## config.mk

```make
export PLATFORM = sky130hd
export DESIGN_NAME = sr_flop_bank
export DESIGN_NICKNAME = d
export VERILOG_FILES = /design/src/rtl/sr_flop_pkg.sv /design/src/rtl/sr_flop_cell.sv /design/src/rtl/sr_flop_bank.sv
export SDC_FILE = /design/constraint.sdc
export NUM_CORES = 1
export LEC_CHECK = 0
export CAP_MARGIN = 15
export CORE_ASPECT_RATIO = 0.9
export CORE_MARGIN = 2
export CORE_UTILIZATION = 41
export CTS_CLUSTER_DIAMETER = 100
export DETAILED_ROUTE_END_ITERATION = 8
export PLACE_DENSITY = 0.8
export SLEW_MARGIN = 30
export SYNTH_ARGS = -nofsm -noshare
export SYNTH_HDL_FRONTEND = slang
export SYNTH_SLANG_ARGS = --single-unit
```

## constraint.sdc

```tcl
create_clock -name clock_i -period 1.35 [get_ports clock_i]
set_input_delay 0.27 -clock clock_i [delete_from_list [all_inputs] [get_ports clock_i]]
set_output_delay 0.27 -clock clock_i [all_outputs]
set_load 0.05 [all_outputs]
```

## src/rtl/sr_flop_pkg.sv

```systemverilog
// Shared definitions for the sr_flop_bank storage bank: mode encoding and the
// per-channel next-state rule used by every storage cell.
package sr_flop_pkg;

    typedef enum logic [1:0] {
        MODE_SR = 2'b00,
        MODE_JK = 2'b01,
        MODE_D  = 2'b10,
        MODE_T  = 2'b11
    } mode_e;

    typedef struct packed {
        logic q_next;
        logic illegal;
    } next_t;

    // Next state assumes the channel is enabled; the cell applies en separately.
    function automatic next_t next_state(
        input logic [1:0] mode,
        input logic       s,
        input logic       r,
        input logic       q,
        input logic       set_dominant
    );
        next_t ns;
        ns.q_next  = q;
        ns.illegal = 1'b0;
        case (mode)
            MODE_SR: begin
                case ({s, r})
                    2'b10:   ns.q_next = 1'b1;
                    2'b01:   ns.q_next = 1'b0;
                    2'b11: begin
                        if (set_dominant) begin
                            ns.q_next = 1'b1;
                        end else begin
                            ns.q_next  = q;
                            ns.illegal = 1'b1;
                        end
                    end
                    default: ns.q_next = q;
                endcase
            end
            MODE_JK: begin
                case ({s, r})
                    2'b10:   ns.q_next = 1'b1;
                    2'b01:   ns.q_next = 1'b0;
                    2'b11:   ns.q_next = ~q;
                    default: ns.q_next = q;
                endcase
            end
            MODE_D:  ns.q_next = s;
            MODE_T:  ns.q_next = s ? ~q : q;
            default: ns.q_next = q;
        endcase
        return ns;
    endfunction

endpackage

```

## src/rtl/sr_flop_cell.sv

```systemverilog
// One storage channel: holds q and its sticky illegal-input flag.
// Reports the illegal event of the current cycle for the bank-level counter.
module sr_flop_cell
    import sr_flop_pkg::*;
#(
    parameter logic RESET_VAL    = 1'b0,
    parameter bit   SET_DOMINANT = 1'b0
) (
    input  logic       clock_i,
    input  logic       reset_i,
    input  logic [1:0] mode_i,
    input  logic       en_i,
    input  logic       s_i,
    input  logic       r_i,
    input  logic       err_clear_i,
    output logic       q_o,
    output logic       err_o,
    output logic       illegal_o
);

    logic  q_q, q_d;
    logic  err_q, err_d;
    next_t ns;

    always_comb begin
        ns        = next_state(mode_i, s_i, r_i, q_q, SET_DOMINANT);
        illegal_o = en_i & ns.illegal;
        q_d       = en_i ? ns.q_next : q_q;
        // A new illegal event outranks a clear on the same edge.
        err_d     = (err_q & ~err_clear_i) | illegal_o;
    end

    always_ff @(posedge clock_i) begin
        if (reset_i) begin
            q_q   <= RESET_VAL;
            err_q <= 1'b0;
        end else begin
            q_q   <= q_d;
            err_q <= err_d;
        end
    end

    assign q_o   = q_q;
    assign err_o = err_q;

endmodule

```

## src/rtl/sr_flop_bank.sv

```systemverilog
// Bank of WIDTH clocked SR/JK/D/T storage cells with sticky illegal-input flags.
// Define SR_ERR_CNT_EN to add the saturating illegal-event counter err_count_o.
module sr_flop_bank
    import sr_flop_pkg::*;
#(
    parameter int               WIDTH        = 8,
    parameter logic [WIDTH-1:0] RESET_VAL    = '0,
    parameter bit               SET_DOMINANT = 1'b0,
    parameter int               ERR_CNT_W    = 8
) (
    input  logic                 clock_i,
    input  logic                 reset_i,
    input  logic [1:0]           mode_i,
    input  logic [WIDTH-1:0]     en_i,
    input  logic [WIDTH-1:0]     s_i,
    input  logic [WIDTH-1:0]     r_i,
    input  logic                 err_clear_i,
    output logic [WIDTH-1:0]     q_o,
    output logic [WIDTH-1:0]     qbar_o,
    output logic [WIDTH-1:0]     err_o
`ifdef SR_ERR_CNT_EN
    ,
    output logic [ERR_CNT_W-1:0] err_count_o
`endif
);

    logic [WIDTH-1:0] illegal;

    for (genvar i = 0; i < WIDTH; i++) begin : g_cell
        sr_flop_cell #(
            .RESET_VAL    (RESET_VAL[i]),
            .SET_DOMINANT (SET_DOMINANT)
        ) u_cell (
            .clock_i     (clock_i),
            .reset_i     (reset_i),
            .mode_i      (mode_i),
            .en_i        (en_i[i]),
            .s_i         (s_i[i]),
            .r_i         (r_i[i]),
            .err_clear_i (err_clear_i),
            .q_o         (q_o[i]),
            .err_o       (err_o[i]),
            .illegal_o   (illegal[i])
        );
    end

    // qbar comes straight from the same register, so it can never equal q.
    assign qbar_o = ~q_o;

`ifdef SR_ERR_CNT_EN
    localparam int          POP_W   = $clog2(WIDTH + 1);
    localparam logic [31:0] CNT_MAX = (32'd1 << ERR_CNT_W) - 32'd1;

    logic [ERR_CNT_W-1:0] cnt_q, cnt_d, cnt_base;
    logic [POP_W-1:0]     pop;
    logic [31:0]          sum;

    always_comb begin
        pop = '0;
        for (int i = 0; i < WIDTH; i++) begin
            pop = pop + POP_W'(illegal[i]);
        end
        cnt_base = err_clear_i ? '0 : cnt_q;
        sum      = 32'(cnt_base) + 32'(pop);
        if (sum > CNT_MAX) begin
            cnt_d = CNT_MAX[ERR_CNT_W-1:0];
        end else begin
            cnt_d = sum[ERR_CNT_W-1:0];
        end
    end

    always_ff @(posedge clock_i) begin
        if (reset_i) begin
            cnt_q <= '0;
        end else begin
            cnt_q <= cnt_d;
        end
    end

    assign err_count_o = cnt_q;
`else
    // Without the counter the per-cycle event vector has no consumer.
    logic unused_illegal;
    assign unused_illegal = ^illegal;
`endif

endmodule

```

## Word level (Yosys, flattened, before mapping)

Index checks and enable logic that the tools add are counted.

- Bits in registers: 16
- Bits of input ports: 29
- Output and inout port bits: 24
- Word-level logic and storage cells: 158

- Equality and inequality tests: 51
- Multiplexer cells: 48
- Bitwise logic cells: 34
- Reduce and logical (&&, ||, !) cells: 9

Operators with widths:

| kind | number |
|---|---|
| $eq A2 B2 Y1 const B | 18 |
| $ne A4 B1 Y1 const B | 8 |
| $pmux W1 S4 | 8 |
| $reduce_and A4 Y1 | 8 |
| $mux W1 | 24 |
| $ne A3 B1 Y1 const B | 8 |
| $pmux W1 S3 | 8 |
| $eq A2 B1 Y1 const B | 9 |
| $and A1 B1 Y1 | 16 |
| $ne A2 B2 Y1 const B | 8 |
| $pmux W1 S2 | 8 |
| $not A1 Y1 | 9 |
| $not A8 Y8 | 1 |
| $or A1 B1 Y1 | 8 |
| $logic_not A2 Y1 | 1 |

## Logic depth before layout (Yosys ltp)

Gate-level depths: netlist of run 1.

- Word-level depth: 5
- Depth in mapped cells: 5

## By module

A second synthesis of run 1 with hierarchy kept.

- Cell total of the unflattened synthesis: 112
- Area total of the unflattened synthesis: 940.9 um2

Modules (own cells, without submodules):

| module | instances | cells each | area each (um2) |
|---|---|---|---|
| sr_flop_cell | 8 | 13 | 113.9 |
| sr_flop_bank | 1 | 8 | 30.0 |

## Worst setup path after synthesis of run 1

No wires, ideal clock.

- Path kind: flip-flop to flip-flop
- Start point: reg g_cell[1].u_cell.q_q
- End point: reg g_cell[1].u_cell.q_q
- Setup time: 0.132 ns
- Data arrival time: 0.966 ns
- Slack: 0.252 ns
- Cell stages (with the launch flop): 5
- Period minus slack after synthesis: 1.098 ns
- Path through: dfxtp_1 inv_1 nor2_1 o21ai_0 a21oi_1

- Word-level cells in the longest chain between the ends: 3

RTL lines:

| element | RTL line | text |
|---|---|---|
| from (decl) | sr_flop_cell.sv:21 | `logic q_q, q_d;` |
| from (signal assigned) | sr_flop_cell.sv:38 | `q_q <= q_d;` |
| $not A1 Y1 * | sr_flop_pkg.sv:48, sr_flop_pkg.sv:53 |  |
| $pmux W1 S3 or $mux W1 (tied branches) | sr_flop_pkg.sv:45, sr_flop_pkg.sv:53 |  |
| $pmux W1 S4 * | sr_flop_pkg.sv:28 | `case (mode)` |

Every way passes the cells marked *; elsewhere a longest branch is shown, timed or not. The select of a mux whose other input is x is not followed.
A chain may end at the register's enable or synchronous reset.

## Final worst setup path of run 1

- Start point: reg g_cell[7].u_cell.q_q
- End point: out qbar_o[7]

- Word-level cells in the longest chain between the ends: 1

RTL lines:

| element | RTL line | text |
|---|---|---|
| from (decl) | sr_flop_cell.sv:21 |  |
| from (signal assigned) | sr_flop_cell.sv:38 |  |
| $not A8 Y8 | sr_flop_bank.sv:48 | `assign qbar_o = ~q_o;` |
| to (decl) | sr_flop_bank.sv:19 | `output logic [WIDTH-1:0] qbar_o,` |

No other way between the ends.

==> impl_results.md, run 1 <==
- Status: complete, no violations
- Syn Inst Count: 159
- Vias post-DR: 1306
- Root Buffer: clkbuf_4
- Tightest Pin Transition: 0.294 ns
- Initial antenna violation count: 0
- YS warnings: 0
- Slowest stage delay, CP: 0.43 ns
- CP endpoint kind: output pin
- RSZ-0062 raised after global routing: no
- Total grt overflow: 0
- Min Tclk post-route: 1.28 ns
- Pins Over Slew Limit: 0
- Clock network power share: 0.218
- Seq cells post-synth: 16
- Worst EP arrival: 1.01 ns
- Diodes inserted: 0
- Slew margin rel.: 0.803
- CP required: 1.08 ns
- Placed cells: 228
- R2r setup slk: 0.39 ns
- NetSw: 608 uW
- Critical path class: flip-flop to output pin
- Worst Hold Slack: 0.509 ns
- Total GRT Usage: 0.241
- Post-DP HPWL: 2660 um
- Distinct cell type count of the synthesized netlist: 25
- Later-pin clock latency in the skew report: 0.31 ns
- Met1 capacity usage during global routing: 0.264
- Row count: 18
- Worst R2R Start: g_cell[7].u_cell.q_o$_SDFFE_PP0P_
- Largest net degree at the start of global routing: 22
- CP Launch Type: flip-flop
- Nets: 235
- Die H: 54.2 um
- Final Wtd Congestion: 0.791
- Placed Area: 1860 um2
- DR pass1 iterations: 7
- Crit share post-route: 0.950
- Routed Antenna Nets: 0
- CP max-delay cell: dfxtp_2
- Pre-CTS setup slack: -0.331 ns
- Grt peak-use layer: met2
- Syn avg cell area: 7.21 um2
- TNS Setup: 0 ns
- Sw frac: 0.374
- Depth of the CTS H-tree: 1
- Power per cell area: 846 nW/um2
- # IOs: 53
- Setup ws final: 0.0676 ns
- Area Overhead vs Synth: 67.8%
- WL/cell: 15.3 um
- Worst-path cell chain: inv_1, buf_12
- Fmax: 780 MHz
- Cts bufs inserted: 3
- Vias per inst: 5.63
- Final Hold Vio Count: 0
- Peak supply drop: 0.923 mV
- Hold path start: g_cell[3].u_cell.err_o$_SDFF_PP0_
- Reg power frac: 0.342
- Sequential area share after synthesis: 0.279
- Hold Crit Class: flip-flop to flip-flop
- Final instance area: 1920 um2
- Final Skew: 0 ns
- Hold depth: 2
- Share of cells above drive strength 1: 0.257
- Crit-path max FO: 6
- Clock tree from TritonCTS: done
- Leakage: 0.000773 uW
- Crit Reg-Reg Endpoint: g_cell[7].u_cell.q_o$_SDFFE_PP0P_
- Number of cells on the worst reg-to-reg path: 4
- Setup violators final: 0
- Int Pwr: 1020 uW
- Die Span X: 59.7 um
- Post-route insts no fill: 232
- Vias in the first global route: 1305
- Cell Area, Synth: 1150 um2
- Remaining DRCs: 0
- Clock buffer depth: 2
- Post-CTS Setup Bufs: 0
- Final WL: 3550 um
- GRT met3 Usage: 0.0673
- Initial DRC count: 40
- Worst-path clk slew: 0.11 ns
- GR Layer Usage met2: 0.435
- Global-route wire length before repair: 5710 um
- Initial Util: 0.424
- Core Box Area: 2700 um2
- CTS sink count: 16
- IO buf count: 52
- Post-CTS Hold Buffers: 0
- Gate power share: 0.441
- Hold endpoint: g_cell[3].u_cell.err_o$_SDFF_PP0_
- Fillers: 217
- Synth Net Count: 191
- Die area: 3230 um2
- Maxcap violations: 0
-- placed cells by master, fill, tap and decap left out, drive strengths merged, types with 7 or more instances in the layout --
master / instances
o21ai: 15
dfxtp: 16
nand2: 24
a22oi: 7
nand4: 8
a211oi: 7
inv: 19
buf: 33
nor2: 10
a21oi: 14
o22ai: 7
clkdlybuf4s50: 26
-- flip-flops by register name (all words and copies together), names as in the netlist --
register             flops
g_cell.u_cell.q_o        8
g_cell.u_cell.err_o      8
-- cells in the mapped netlist --
master     count  area (um2)
o21ai_0       14        70.1
nand4bb_1      1        11.3
buf_4         16         120
o22ai_1        7        43.8
buf_6          2        22.5
dfxtp_1       16         320
o21ai_1        1        5.00
inv_1         18        67.6
a221oi_2       1        15.0
a211oi_1       7        52.6
inv_2          1        3.75
and3_4         1        11.3
a32oi_1        1        8.76
ha_1           3        37.5
o211ai_1       2        15.0
nor2_8         1        20.0
nand3_1        1        5.00
nand2_2        1        6.26
clkbuf_1       2        7.51
a22oi_1        7        52.6
nand4_1        8        50.1
nor2_1         9        33.8
nand2_1       23        86.3
a21oi_1       14        70.1
buf_2          2        10.0
-- what timing repair did --
| item | CTS | global route |
|---|---|---|
| gates resized for setup | 7 | 5 |
| setup endpoints to repair | 7 | 4 |
| pin swaps | 0 | 2 |
-- critical path, delay by kind of cell (launching register included) --
kind	cells	cell delay, ns
buffers and inverters	2	0.27
DFF	1	0.43
-- through the flow --
step	util	total power, uW
CTS	0.706	1620
detailed placement	0.690	1270
finish	0.712	1630
global placement	0.690	1240
global route	0.712	1700
floorplan	-	915
-- area by class of cell --
type,count,area (um2),area share
flip-flops and latches,16,329,0.171
multi-input cells,102,607,0.316
well taps,30,37.5,0.0195
repair buffers,61,842,0.438
clock buffers,4,36.3,0.0189
inverters,19,71.3,0.0371
-- power groups by stage --
| stage | Sequential [uW] | Clock, uW | Combinational, uW |
|---|---|---|---|
| after floorplan | 536 | 0 | 379 |
| after global placement | 556 | 0 | 687 |
| after detailed placement | 559 | 0 | 709 |
| after CTS | 552 | 354 | 711 |
| after global routing | 561 | 384 | 753 |
| final | 555 | 354 | 717 |
-- worst max-delay path by stage --
| stage | depth (start not counted) | from | slack (ns) | to |
|---|---|---|---|---|
| 4_1_cts | 2 | g_cell[3].u_cell.q_o$_SDFFE_PP0P_ | 0.01 | qbar_o[3] |
| 6_report | 2 | g_cell[7].u_cell.q_o$_SDFFE_PP0P_ | 0.07 | qbar_o[7] |
| 5_1_grt | 6 | mode_i[1] | 0.002 | g_cell[2].u_cell.q_o$_SDFFE_PP0P_ |
| 3_5_place_dp | 6 | s_i[0] | -0.33 | g_cell[0].u_cell.q_o$_SDFFE_PP0P_ |
| 2_1_floorplan | 4 | g_cell[1].u_cell.q_o$_SDFFE_PP0P_ | 0.25 | g_cell[1].u_cell.q_o$_SDFFE_PP0P_ |
| 3_3_place_gp | 6 | s_i[0] | -0.28 | g_cell[0].u_cell.q_o$_SDFFE_PP0P_ |
-- routing by layer --
layer	wire [um]	vias up	part of all wire
li1	-	630	-
met1	1410	621	0.40
met2	1870	49	0.53
met3	224	6	0.063
met4	44	0	0.012
met5	0	-	0
-- kinds of logic (layout without fill, tap and decap cells) --
group	count (synthesis)	after routing	share of synthesized area
flops	16	16	0.279
buf+inv	41	84	0.202
fa+ha+maj	3	3	0.0328
simple gates	45	45	0.195
compound gates	54	54	0.290
No activity file was read; power rests on OpenSTA's default activity.
==> inputs of run 2 (changes only) <==
--- a/config.mk
+++ b/config.mk
@@ -11,7 +11,9 @@
 export CORE_UTILIZATION = 41
 export CTS_CLUSTER_DIAMETER = 100
 export DETAILED_ROUTE_END_ITERATION = 8
+export HOLD_SLACK_MARGIN = 0.05
 export PLACE_DENSITY = 0.8
+export SETUP_SLACK_MARGIN = 0.02
 export SLEW_MARGIN = 30
 export SYNTH_ARGS = -nofsm -noshare
 export SYNTH_HDL_FRONTEND = slang
==> impl_results.md, run 2 (same netlist as run 1, synthesis figures left out) <==
- Vias per inst: 5.73
- Status: complete, no violations
- IO buf count: 52
- Worst-path clk slew: 0.11 ns
- CP endpoint kind: output pin
- Final Hold Vio Count: 0
- Initial Util: 0.424
- Final Skew: 0 ns
- Later-pin clock latency in the skew report: 0.31 ns
- CTS sink count: 16
- Routed Antenna Nets: 0
- Cts bufs inserted: 3
- Slowest stage delay, CP: 0.44 ns
- Initial DRC count: 70
- Pins Over Slew Limit: 0
- Die Span X: 59.7 um
- # IOs: 53
- Remaining DRCs: 0
- Diodes inserted: 0
- Fmax: 756 MHz
- TNS Setup: 0 ns
- Critical path class: flip-flop to output pin
- Vias post-DR: 1336
- Tightest Pin Transition: 0.295 ns
- Depth of the CTS H-tree: 1
- Crit-path max FO: 6
- Post-route insts no fill: 233
- WL/cell: 16.0 um
- Hold Crit Class: flip-flop to flip-flop
- Final WL: 3730 um
- Min Tclk post-route: 1.32 ns
- Fillers: 210
- Final Wtd Congestion: 0.791
- Initial antenna violation count: 0
- DR pass1 iterations: 4
- Core Util, Final: 0.725
- Share of cells above drive strength 1: 0.266
- Maxcap violations: 0
- Clock tree from TritonCTS: done
- Die H: 54.2 um
- Worst EP arrival: 1.05 ns
- Largest net degree at the start of global routing: 22
- Total grt overflow: 0
- Area Overhead vs Synth: 71.1%
- Nets: 236
- CP required: 1.08 ns
- Slew margin rel.: 0.803
- Global-route wire length before repair: 5710 um
- Root Buffer: clkbuf_4
- CP Launch Type: flip-flop
- Die area: 3230 um2
- Total GRT Usage: 0.241
- Vias in the first global route: 1305
- Row count: 18
- RSZ-0062 raised after global routing: no
- Leakage: 0.000796 uW
- Post-CTS Setup Bufs: 0
- Core Box Area: 2700 um2
- Post-DP HPWL: 2660 um
- Most frequent cells in the layout: 25 x clkdlybuf4s50_1, 25 x buf_12, 23 x nand2_1
- Worst-path cell chain: inv_1, buf_12
- Clock buffer depth: 2
- Power per cell area: 835 nW/um2
- Crit share post-route: 0.980
- R2r setup slk: 0.36 ns
- Setup violators final: 0
- CP max-delay cell: dfxtp_2
- Peak supply drop: 0.920 mV
- Placed cells: 228
[run 2: cell types whose count changed in the layout (fill, tap and decap cells not counted)]
cell | previous run | this run
dlymetal6s2s_1 | 1 | 2
dfxtp_4 | 0 | 2
clkdlybuf4s50_1 | 26 | 25
a211oi_2 | 2 | 3
clkbuf_16 | 0 | 1
a211oi_1 | 5 | 4
dfxtp_2 | 7 | 5
[run 2: worst paths after layout]
| kind | startpoint | to | cells past startpoint |
|---|---|---|---|
| setup / recovery | g_cell[6].u_cell.q_o$_SDFFE_PP0P_ | qbar_o[6] | 2 |
| hold / removal | g_cell[3].u_cell.err_o$_SDFF_PP0_ | g_cell[3].u_cell.err_o$_SDFF_PP0_ | 2 |
| setup reg to reg | g_cell[6].u_cell.q_o$_SDFFE_PP0P_ | g_cell[6].u_cell.q_o$_SDFFE_PP0P_ | 4 |
| hold reg to reg | g_cell[3].u_cell.err_o$_SDFF_PP0_ | g_cell[3].u_cell.err_o$_SDFF_PP0_ | 2 |
[run 2: metal layers]
metal / global-route usage / share of wire
met1: 0.264 / 0.39
met2: 0.435 / 0.51
met3: 0.0673 / 0.081
met4: 0.104 / 0.024
met5: 0 / 0
[run 2: cell type report]
cell class / instances / area (um2) / share of cell area
multi-input combinational: 102 / 612 / 0.312
sequential: 16 / 334 / 0.170
inverter: 19 / 71.3 / 0.0364
timing repair buffer: 62 / 870 / 0.444
clock buffer: 4 / 36.3 / 0.0185
tap: 30 / 37.5 / 0.0191
[run 2: critical path, delay by kind of cell, from the launching register on]
kind                   cells  cell delay (ns)
flip-flops                 1             0.44
buffers and inverters      2             0.30
[run 2: stage by stage]
stage	area, um2	total power, uW	hold slack (ns)	setup WS (ns)
3_5_place_dp	1860	1270	0.496	-0.331
3_3_place_gp	1860	1240	0.489	-0.284
6_report	1960	1640	0.508	0.0268
4_1_cts	1910	1620	0.509	0.0507
2_1_floorplan	1150	915	0.424	0.252
5_1_grt	1960	1710	0.532	0.0000532
[run 2: timing repair]
item,in CTS,in global routing
hold buffers,0,0
setup endpoints to repair,8,7
gates resized for setup,8,8
pin swaps,0,2
gates cloned,0,1
[run 2: power by group]
part,internal (uW),leakage [uW],total (uW),switching [uW]
registers,503,0.000134,556,53.0
logic,357,0.000641,730,373
clock network,165,0.0000210,352,187
total,1020,0.000796,1640,613
==> inputs of run 3 (changes only) <==
==> constraint.sdc (replaced) <==
create_clock -name clock_i -period 1.3 [get_ports clock_i]
set_input_delay 0.26 -clock clock_i [delete_from_list [all_inputs] [get_ports clock_i]]
set_output_delay 0.26 -clock clock_i [all_outputs]
set_load 0.05 [all_outputs]
==> impl_results.md, run 3 (same netlist as run 1, synthesis figures left out) <==
- Sw frac: 0.377
- Setup ws final: -0.0128 ns
- WL met3: 300 um
- Worst path most repeated cell: buf_4
- Diodes inserted: 0
- Placed Area: 1870 um2
- Status: finished, violations left
- TNS Setup: -0.0128 ns
- Final instance area: 1960 um2
- Clock buffer depth: 2
- DR pass1 iterations: 4
- Tightest Pin Transition: 0.307 ns
- Die Span X: 59.7 um
- Cts bufs inserted: 3
- Min Tclk post-route: 1.31 ns
- Hold Crit Class: flip-flop to flip-flop
- Met2 routed WL: 2070 um
- Placed cells: 229
- Vias per inst: 5.72
- Fmax: 762 MHz
- WL/cell: 16.6 um
- CP endpoint kind: flip-flop
- Gate power share: 0.476
- Die area: 3230 um2
- Post-route insts no fill: 234
- Remaining DRCs: 0
- Initial Util: 0.424
- Reg power frac: 0.358
- # IOs: 53
- Final Skew: 0 ns
- Leakage: 0.000799 uW
- Fillers: 206
- Multi-input logic area: 612 um2
- Slew margin rel.: 0.795
- Row count: 18
- CP required: 1.47 ns
- Vias in the first global route: 1240
- Worst-path clk slew: 0.09 ns
- Post-DP HPWL: 2790 um
- NetSw: 608 uW
- CP max-delay cell: clkdlybuf4s50_1
- Failing checks: setup timing
- Final Wtd Congestion: 0.789
- Register area: 334 um2
- Initial DRC count: 52
- Global-route wire length before repair: 5910 um
- Worst EP arrival: 1.48 ns
- Core Box Area: 2700 um2
- M1 WL: 1390 um
- Worst-path cell chain: clkdlybuf4s50_1, buf_4, buf_4, nor2_1, o21ai_0, a21oi_1
- Die H: 54.2 um
- Depth of the CTS H-tree: 1
- Top layer in use: met4
- Clock tree from TritonCTS: done
- Slowest stage delay, CP: 0.45 ns
- CP bufs+invs: 3
- Most frequent cells in the layout: 25 x clkdlybuf4s50_1, 25 x buf_12, 23 x nand2_1
- Later-pin clock latency in the skew report: 0.29 ns
- Pre-CTS setup slack: -0.398 ns
- Share of cells above drive strength 1: 0.270
- Pwr Total: 1610 uW
- Clock network power share: 0.166
- Peak supply drop: 0.553 mV
- R2r setup slk: 0.25 ns
- Worst R2R Start: g_cell[6].u_cell.q_o$_SDFFE_PP0P_
- Top delay family on crit path: buffers and inverters
- Vias post-DR: 1338
- Int Pwr: 1000 uW
- Final Hold Vio Count: 0
- Root Buffer: clkbuf_4
- Total grt overflow: 0
- Pins Over Slew Limit: 0
- Area Overhead vs Synth: 71.2%
- Crit share post-route: 1.01
- Nets: 238
- Largest net degree at the start of global routing: 22
- Critical path class: input pin to flip-flop
- Crit-path max FO: 9
- Initial antenna violation count: 0
- Maxcap violations: 0
- Routed Antenna Nets: 0
- IO buf count: 52
- Power per cell area: 822 nW/um2
- CP Launch Type: input pin
- Setup violators final: 1
- CTS sink count: 16
- Total GRT Usage: 0.247
- Final WL: 3880 um
- Hold path start: g_cell[3].u_cell.err_o$_SDFF_PP0_
- CP startpoint: mode_i[0]
[run 3: worst reg2reg max path, delay by kind of cell (launching register included)]
family	cells	cell delay (ns)
flops	1	0.38
compound gates	2	0.37
buf+inv	1	0.13
simple gates	1	0.06
[run 3: layout make-up]
cell class | instances | share of cell area
Clock buffer | 3 | 0.0115
Inverter | 19 | 0.0364
Multi-Input combinational cell | 102 | 0.312
Sequential cell | 16 | 0.170
Tap cell | 30 | 0.0191
Timing Repair Buffer | 64 | 0.451
[run 3: power groups by stage]
stage | Clock, uW | Sequential [uW] | Combinational [uW]
6_report | 268 | 577 | 768
5_1_grt | 296 | 583 | 804
4_1_cts | 272 | 576 | 749
3_5_place_dp | 0 | 581 | 741
3_3_place_gp | 0 | 577 | 715
2_1_floorplan | 0 | 557 | 394
[run 3: path summary, 6_finish.rpt]
check | endpoint | cells past startpoint
worst max-delay path | g_cell[6].u_cell.q_o$_SDFFE_PP0P_ | 6
worst min-delay path | g_cell[3].u_cell.err_o$_SDFF_PP0_ | 2
worst max register to register | g_cell[6].u_cell.q_o$_SDFFE_PP0P_ | 4
worst min register to register | g_cell[3].u_cell.err_o$_SDFF_PP0_ | 2
[run 3: metrics by stage]
stage	hold WS, ns	util
after CTS	0.511	0.710
after detailed placement	0.498	0.693
after global placement	0.489	0.693
after global routing	0.526	0.726
final	0.509	0.726
after floorplan	0.414	-
[run 3: per-layer routing]
metal | track usage | up-vias
met3 | 0.0505 | 14
met2 | 0.467 | 81
li1 | - | 639
met4 | 0.100 | 0
met1 | 0.266 | 604
met5 | 0 | -
[run 3: repair_timing]
action | CTS | global route
gates cloned | 0 | 1
buffers inserted | 0 | 1
pin swaps | 0 | 2
endpoints found under the setup margin | 11 | 10
hold buffers | 0 | 0
gates resized for setup | 12 | 4
